`src/rtl/palindrome_pkg.sv`:
```
// Shared helpers for the palindrome detector: count-width sizing and popcount.
// Pure functions, no state; used at elaboration time and in combinational logic.
// No flow control involved.
package palindrome_pkg;

  // Widest mismatch vector the popcount helper accepts.
  localparam int POP_MAX = 256;

  // Width needed to hold 0..num_sym/2 mismatched pairs, never less than one bit.
  function automatic int count_width(input int num_sym);
    int w;
    w = $clog2(num_sym / 2 + 1);
    return (w < 1) ? 1 : w;
  endfunction

  // Number of set bits; callers zero-extend narrower vectors to POP_MAX.
  function automatic int unsigned popcount(input logic [POP_MAX-1:0] v);
    int unsigned n;
    n = 0;
    for (int i = 0; i < POP_MAX; i++) begin
      if (v[i]) n++;
    end
    return n;
  endfunction

endpackage

```
`src/rtl/palindrome_pair_cmp.sv`:
```
// Compares mirrored symbol pairs of a word and flags every unequal pair.
// Purely combinational, zero latency.
// No flow control; evaluates whatever is on data_i.
module palindrome_pair_cmp #(
  parameter int  DATA_WIDTH = 8,
  parameter int  SYM_WIDTH  = 1,
  localparam int NUM_SYM    = DATA_WIDTH / SYM_WIDTH,
  localparam int NUM_PAIRS  = NUM_SYM / 2,
  // A single-symbol word has no pairs; keep a one-bit vector tied low.
  localparam int PAIR_W     = (NUM_PAIRS < 1) ? 1 : NUM_PAIRS
) (
  input  logic [DATA_WIDTH-1:0] data_i,
  output logic [PAIR_W-1:0]     mismatch_o
);

  // Symbol i against symbol NUM_SYM-1-i, whole symbols, middle symbol skipped.
  always_comb begin
    mismatch_o = '0;
    for (int i = 0; i < NUM_PAIRS; i++) begin
      mismatch_o[i] = (data_i[i*SYM_WIDTH +: SYM_WIDTH] !=
                       data_i[(NUM_SYM-1-i)*SYM_WIDTH +: SYM_WIDTH]);
    end
  end

endmodule

```
`src/rtl/palindrome_detector.sv`:
```
// Reports whether each accepted word is symmetric at symbol granularity, plus mismatch count.
// One-cycle latency: word sampled with in_valid at edge N, result valid after edge N.
// No backpressure; accepts one word per cycle, results hold while in_valid is low.
module palindrome_detector
  import palindrome_pkg::*;
#(
  parameter int  DATA_WIDTH = 8,
  parameter int  SYM_WIDTH  = 1,
  localparam int NUM_SYM    = DATA_WIDTH / SYM_WIDTH,
  localparam int NUM_PAIRS  = NUM_SYM / 2,
  localparam int PAIR_W     = (NUM_PAIRS < 1) ? 1 : NUM_PAIRS,
  localparam int CW         = count_width(NUM_SYM)
) (
  input  logic                  clk,
  input  logic                  rst,
  input  logic                  in_valid,
  input  logic [DATA_WIDTH-1:0] data_in,
  output logic                  out_valid,
  output logic                  is_palindrome,
  output logic [CW-1:0]         mismatch_count
);

  // Reject configurations where the word does not split into whole symbols.
  if (DATA_WIDTH < 1 || SYM_WIDTH < 1 || (DATA_WIDTH % SYM_WIDTH) != 0) begin : g_bad_cfg
    $fatal(1, "palindrome_detector: DATA_WIDTH must be a positive multiple of SYM_WIDTH");
  end
  if (NUM_PAIRS > POP_MAX) begin : g_too_wide
    $fatal(1, "palindrome_detector: too many symbol pairs for popcount helper");
  end

  logic [PAIR_W-1:0] mismatch_vec;
  logic [CW-1:0]     cnt_d;
  logic              pal_d;
  logic              vld_q;
  logic              pal_q;
  logic [CW-1:0]     cnt_q;

  palindrome_pair_cmp #(
    .DATA_WIDTH (DATA_WIDTH),
    .SYM_WIDTH  (SYM_WIDTH)
  ) u_pair_cmp (
    .data_i     (data_in),
    .mismatch_o (mismatch_vec)
  );

  // Count unequal pairs; a word is a palindrome exactly when none differ.
  always_comb begin
    cnt_d = CW'(popcount(POP_MAX'(mismatch_vec)));
    pal_d = (cnt_d == '0);
  end

  // Single result stage; results only load on a valid word so idle data never leaks out.
  always_ff @(posedge clk or posedge rst) begin
    if (rst) begin
      vld_q <= 1'b0;
      pal_q <= 1'b0;
      cnt_q <= '0;
    end else begin
      vld_q <= in_valid;
      if (in_valid) begin
        pal_q <= pal_d;
        cnt_q <= cnt_d;
      end
    end
  end

  assign out_valid      = vld_q;
  assign is_palindrome  = pal_q;
  assign mismatch_count = cnt_q;

endmodule

```
`config.mk`:
```
export PLATFORM = sky130hd
export DESIGN_NAME = palindrome_detector
export DESIGN_NICKNAME = d
export VERILOG_FILES = /design/src/rtl/palindrome_pkg.sv /design/src/rtl/palindrome_pair_cmp.sv /design/src/rtl/palindrome_detector.sv
export SDC_FILE = /design/constraint.sdc
export NUM_CORES = 1
export LEC_CHECK = 0
export ABC_CLOCK_PERIOD_IN_PS = 950
export CAP_MARGIN = 0
export CORE_AREA = 4 4 41 43
export CTS_BUF_LIST = sky130_fd_sc_hd__clkbuf_8
export CTS_CLUSTER_DIAMETER = 100
export DETAILED_ROUTE_END_ITERATION = 16
export DIE_AREA = 0 0 45 47
export MAX_ROUTING_LAYER = met4
export PLACE_DENSITY = 0.63
export SYNTH_ARGS = -nofsm -noshare
export SYNTH_HDL_FRONTEND = slang
export SYNTH_HIERARCHICAL = 1
export SYNTH_SLANG_ARGS = --single-unit
```
`constraint.sdc`:
```
create_clock -name clk -period 0.95 [get_ports clk]
set_clock_uncertainty 0.05 [all_clocks]
set_input_delay 0.285 -clock clk [delete_from_list [all_inputs] [get_ports clk]]
set_output_delay 0.285 -clock clk [all_outputs]
set_load 0.02 [all_outputs]
```
# == After elaboration in Yosys (flattened, before gate mapping) ==
# Index checks and enable logic that the tools add are counted.
# word_totals
reg_bits,5
in_bits,11
word_cells,15
# classes
addsub,3
eq_ne,4
muxes,4
reduce_logical,1
# op_table
op,n
$mux 3,3
$add 3x1->3 const B,2
$ne 1x1->1,4
$logic_not 3->1,1
$add 1x1->2 const B,1
$mux 1,1

# == Depth between registers and ports, before layout ==
# depth
depth_word,9
mapped_depth,9
mapped_depth_nobuf,9

# == Cells and area by module ==
# The synthesis kept the hierarchy.
# by_module_without_submodules
module,n_inst,cells_each,area_each_um2,seq_area_each_um2
palindrome_detector,1,32,311.5,125.1
palindrome_pair_cmp,1,4,35.0,0.0

# == Least setup slack after synthesis ==
# Ideal clock, no wire load.
# synth_timing
path_kind,input to register
start,input data_in[7]
end,register pal_q (netlist: is_palindrome)
setup_time_ns,0.066
arrival_time_ns,1.775
required_time_ns,0.834
slack_ns,-0.941
path_stages,8
path_cell_list,xor2_1 inv_1 ha_1 xnor2_1 inv_1 ha_1 o311ai_1 a41o_1
# synth_between
elab_chain_len,9
# synth_rtl
item,line,source
"start, declared",palindrome_detector.sv:17,"input logic [DATA_WIDTH-1:0] data_in,"
$ne 1x1->1 *,palindrome_pair_cmp.sv:20,mismatch_o[i] = (data_i[i*SYM_WIDTH +: SYM_WIDTH] !=
$mux 1 *,palindrome_pkg.sv:21,if (v[i]) n++;
$add 1x1->2,palindrome_pkg.sv:21,
$mux 3 *,palindrome_pkg.sv:21,
$add 3x1->3,palindrome_pkg.sv:21,
$mux 3 *,palindrome_pkg.sv:21,
$add 3x1->3,palindrome_pkg.sv:21,
$mux 3 *,palindrome_pkg.sv:21,
$logic_not 3->1 *,palindrome_detector.sv:49,pal_d = (cnt_d == '0);
"end signal, assigned",palindrome_detector.sv:61,pal_q <= pal_d;
"end, declared",palindrome_detector.sv:35,logic pal_q;
# Mark *: on every way between the ends. The rest lies on a longest branch, timed or not.
# A chain may end at the register's enable or synchronous reset.

# == Final worst setup path ==
# layout_timing
start,input data_in[1]
end,register pal_q (netlist: is_palindrome)
# layout_between
elab_chain_len,7
# layout_rtl
item,line,source
$ne 1x1->1 *,palindrome_pair_cmp.sv:20,
via mismatch_vec[1],palindrome_detector.sv:31,logic [PAIR_W-1:0] mismatch_vec;
$mux 3 *,palindrome_pkg.sv:21,
$add 3x1->3,palindrome_pkg.sv:21,
$mux 3 *,palindrome_pkg.sv:21,
$add 3x1->3,palindrome_pkg.sv:21,
$mux 3 *,palindrome_pkg.sv:21,
$logic_not 3->1 *,palindrome_detector.sv:49,
# Mark *: on every way through the listed nets, which the timed path passes. The rest lies on a longest branch.

==> reports/qor.yml <==
postRouteAntennaNets: 0
die_area_mm2: 0.00212
clkPwrFrac_pct: 27.4
startpoint_type: "input pin"
fin_crit_sh_pct: 165
grt_usage_pct: 11.8
grt_start_max_net_pins: 8
max_freq_ghz: 0.637
antenna_found_initial: 0
synth_top_area_share_pct: 36.1
die_x_um: 45
critical_path_class: "input pin to flip-flop"
numCtsBuffers: 3
overflow: 0
fin_util_pct: 61.4
hold_violations: 0
yosys.area.top_type: "dfrtp_1"
violations: "negative setup slack"
fin_nets: 83
pwr-share-seq_pct: 20.7
hpwlAfterDp_um: 619
cap_viol_max_count: 0
setup_violations: 9
drc_errors: 0
syn_area_per_cell_um2: 9.63
routed_wl_um: 942
place_area_um2: 614
cp_max_fo: 2
drv_slew: 0
syn_area_um2: 347
core_area_mm2: 0.00130
layout_commonest_cell: "buf_4"
worst_path_most_repeated_cell: "buf_4"
die_h_um: 47
status: "finished with violations"
crit_required_ns: 1.01
syn_to_final_growth_pct: 131
gp_congestion: 0.735
syn_inst: 36
insertion_delay_ns: 0.22
relSlewSlack_pct: 83.5
fin_crit_ns: 1.57
clkSlewWorstSetupHoldPaths_ns: 0.04
crit_chain: "buf_6, xor2_2, buf_4, ha_4, nor2_2, buf_4, buf_4, a211o_4, a41o_1"
cts_root_buf: "clkbuf_8"
cp_top_family: "compound AO/OA/AOI/OAI gates"
dr_total_vias: 378
cts.htree.levels: 1
cpMaxStageDelayCell: "a211o_4"
tightest_slew_ns: 0.247
slowest_delay_ns: 0.30
cts_tree: "done"
layout-drive-gt1-share_pct: 63.2
p_sw_mw: 0.467
p_per_area_mw_per_mm2: 1810
hp-class: "input pin to async pin"
synthTopCellsByArea: "dfrtp_1, ha_1, xor2_1, xnor2_1, inv_1"
yosys_warnings: 6
io_buffers: 15
clockBufferDepth: 2
report.power.total_mw: 1.45
dp_slack_ns: -1.39
synth_nets: 50
antenna_cells: 0
pin_count: 16
p_int_mw: 0.979
comb_power_share_pct: 51.9
switching_share_pct: 32.3
num_rows: 13
worst-path-buf-inv: 4
p_leak_nw: 0.364
clock-sinks: 5
drt-initial-drc-count: 1
fin_area_um2: 800
wl_per_cell_um: 11.3
final_cell_mix: "buf_4, buf_6, dfrtp_1"
hold_buffers: 0
rsz0062_at_grt: "true"
grt_pass1_vias: 385
viasPerCell: 4.55
ys_seq_area_share_pct: 36.1
drt_first_pass_iters: 5
layout_setup_ws_ns: -0.621
endpoint_kind: "flip-flop"
initial_utilization_pct: 26.6
cp.arrival_ns: 1.63
synth_seq_cells: 5
synth.distinct_cells: 17
grt_pass1_wl_mm: 1.58
ir_worst_vdd_v: 0.000693
fin_setup_tns_ns: -2.82
## sequential cells by signal, summed over array words and instances (netlist names)
register and flops:
mismatch_count 3, is_palindrome 1, out_valid 1
## logic make-up (layout without fill, tap and decap cells)
logic type,count (synthesis),after routing,synth area share [%]
flip-flops,5,5,36.1
AO/OA/AOI/OAI,6,6,13.0
adder cells (fa/ha/maj),3,3,10.8
AND/OR/NAND/NOR,9,9,13.7
buffers and inverters,5,37,5.42
XOR/XNOR,7,7,17.7
multiplexers,1,1,3.25
## power groups by stage
| stage | Combinational [mW] | Sequential [mW] | Clock (mW) |
|---|---|---|---|
| after floorplan | 0.231 | 0.354 | 0 |
| after global placement | 0.538 | 0.288 | 0 |
| after detailed placement | 0.544 | 0.294 | 0 |
| after CTS | 0.714 | 0.300 | 0.396 |
| after global routing | 0.808 | 0.306 | 0.430 |
| final | 0.751 | 0.299 | 0.396 |
## layout make-up
| type | instances | area [um2] |
|---|---|---|
| Inverter | 5 | 18.8 |
| Multi-Input combinational cell | 26 | 339 |
| Sequential cell | 5 | 125 |
| Fill cell | 124 | 502 |
| Clock inverter | 1 | 3.75 |
| Timing Repair Buffer | 28 | 253 |
| Tap cell | 15 | 18.8 |
| Clock buffer | 3 | 41.3 |
## synthesized netlist by cell type
cell type and instances:
a211o_2 1, a21oi_1 2, a31oi_1 1, a41o_1 1
dfrtp_1 5, ha_1 3, inv_1 5, mux2_2 1
nand2_1 2, nand3_1 1, nand4bb_1 1, nor2_1 3
nor2b_1 1, o311ai_1 1, or3_1 1, xnor2_1 3
xor2_1 4
## path summary, 6_finish.rpt
path / endpoint / cells past startpoint / from / slack (ns)
setup / recovery: is_palindrome / 9 / data_in[1] / -0.62
hold / removal: mismatch_count[0] / 2 / rst / 0.21
setup reg to reg: is_palindrome / 3 / is_palindrome / -0.06
hold reg to reg: mismatch_count[1] / 2 / mismatch_count[1] / 0.52
min in group clk: mismatch_count[1] / 2 / mismatch_count[1] / 0.52
max in group asynchronous: mismatch_count[1] / 2 / rst / 0.47
## layer usage
metal  vias to the layer above  global-route usage, %  routed length, um
met5                         -                      -                  0
met4                         0                   10.5                 33
met3                         5                   3.45                 92
met2                        17                   20.6                528
met1                       171                   10.2                288
li1                        185                      -                  -
## stage by stage
step                instances  hold slack [ns]
floorplan                  36           0.0135
global placement           73            0.447
detailed placement         73            0.446
CTS                        82            0.216
global route               83            0.230
finish                     83            0.211
## repair_timing
action                                  CTS  global route
setup buffers                             7             1
endpoints found under the setup margin    9             9
resized for setup                        71             2
pin swaps                                10             1
(Power assumes the default switching activity.)
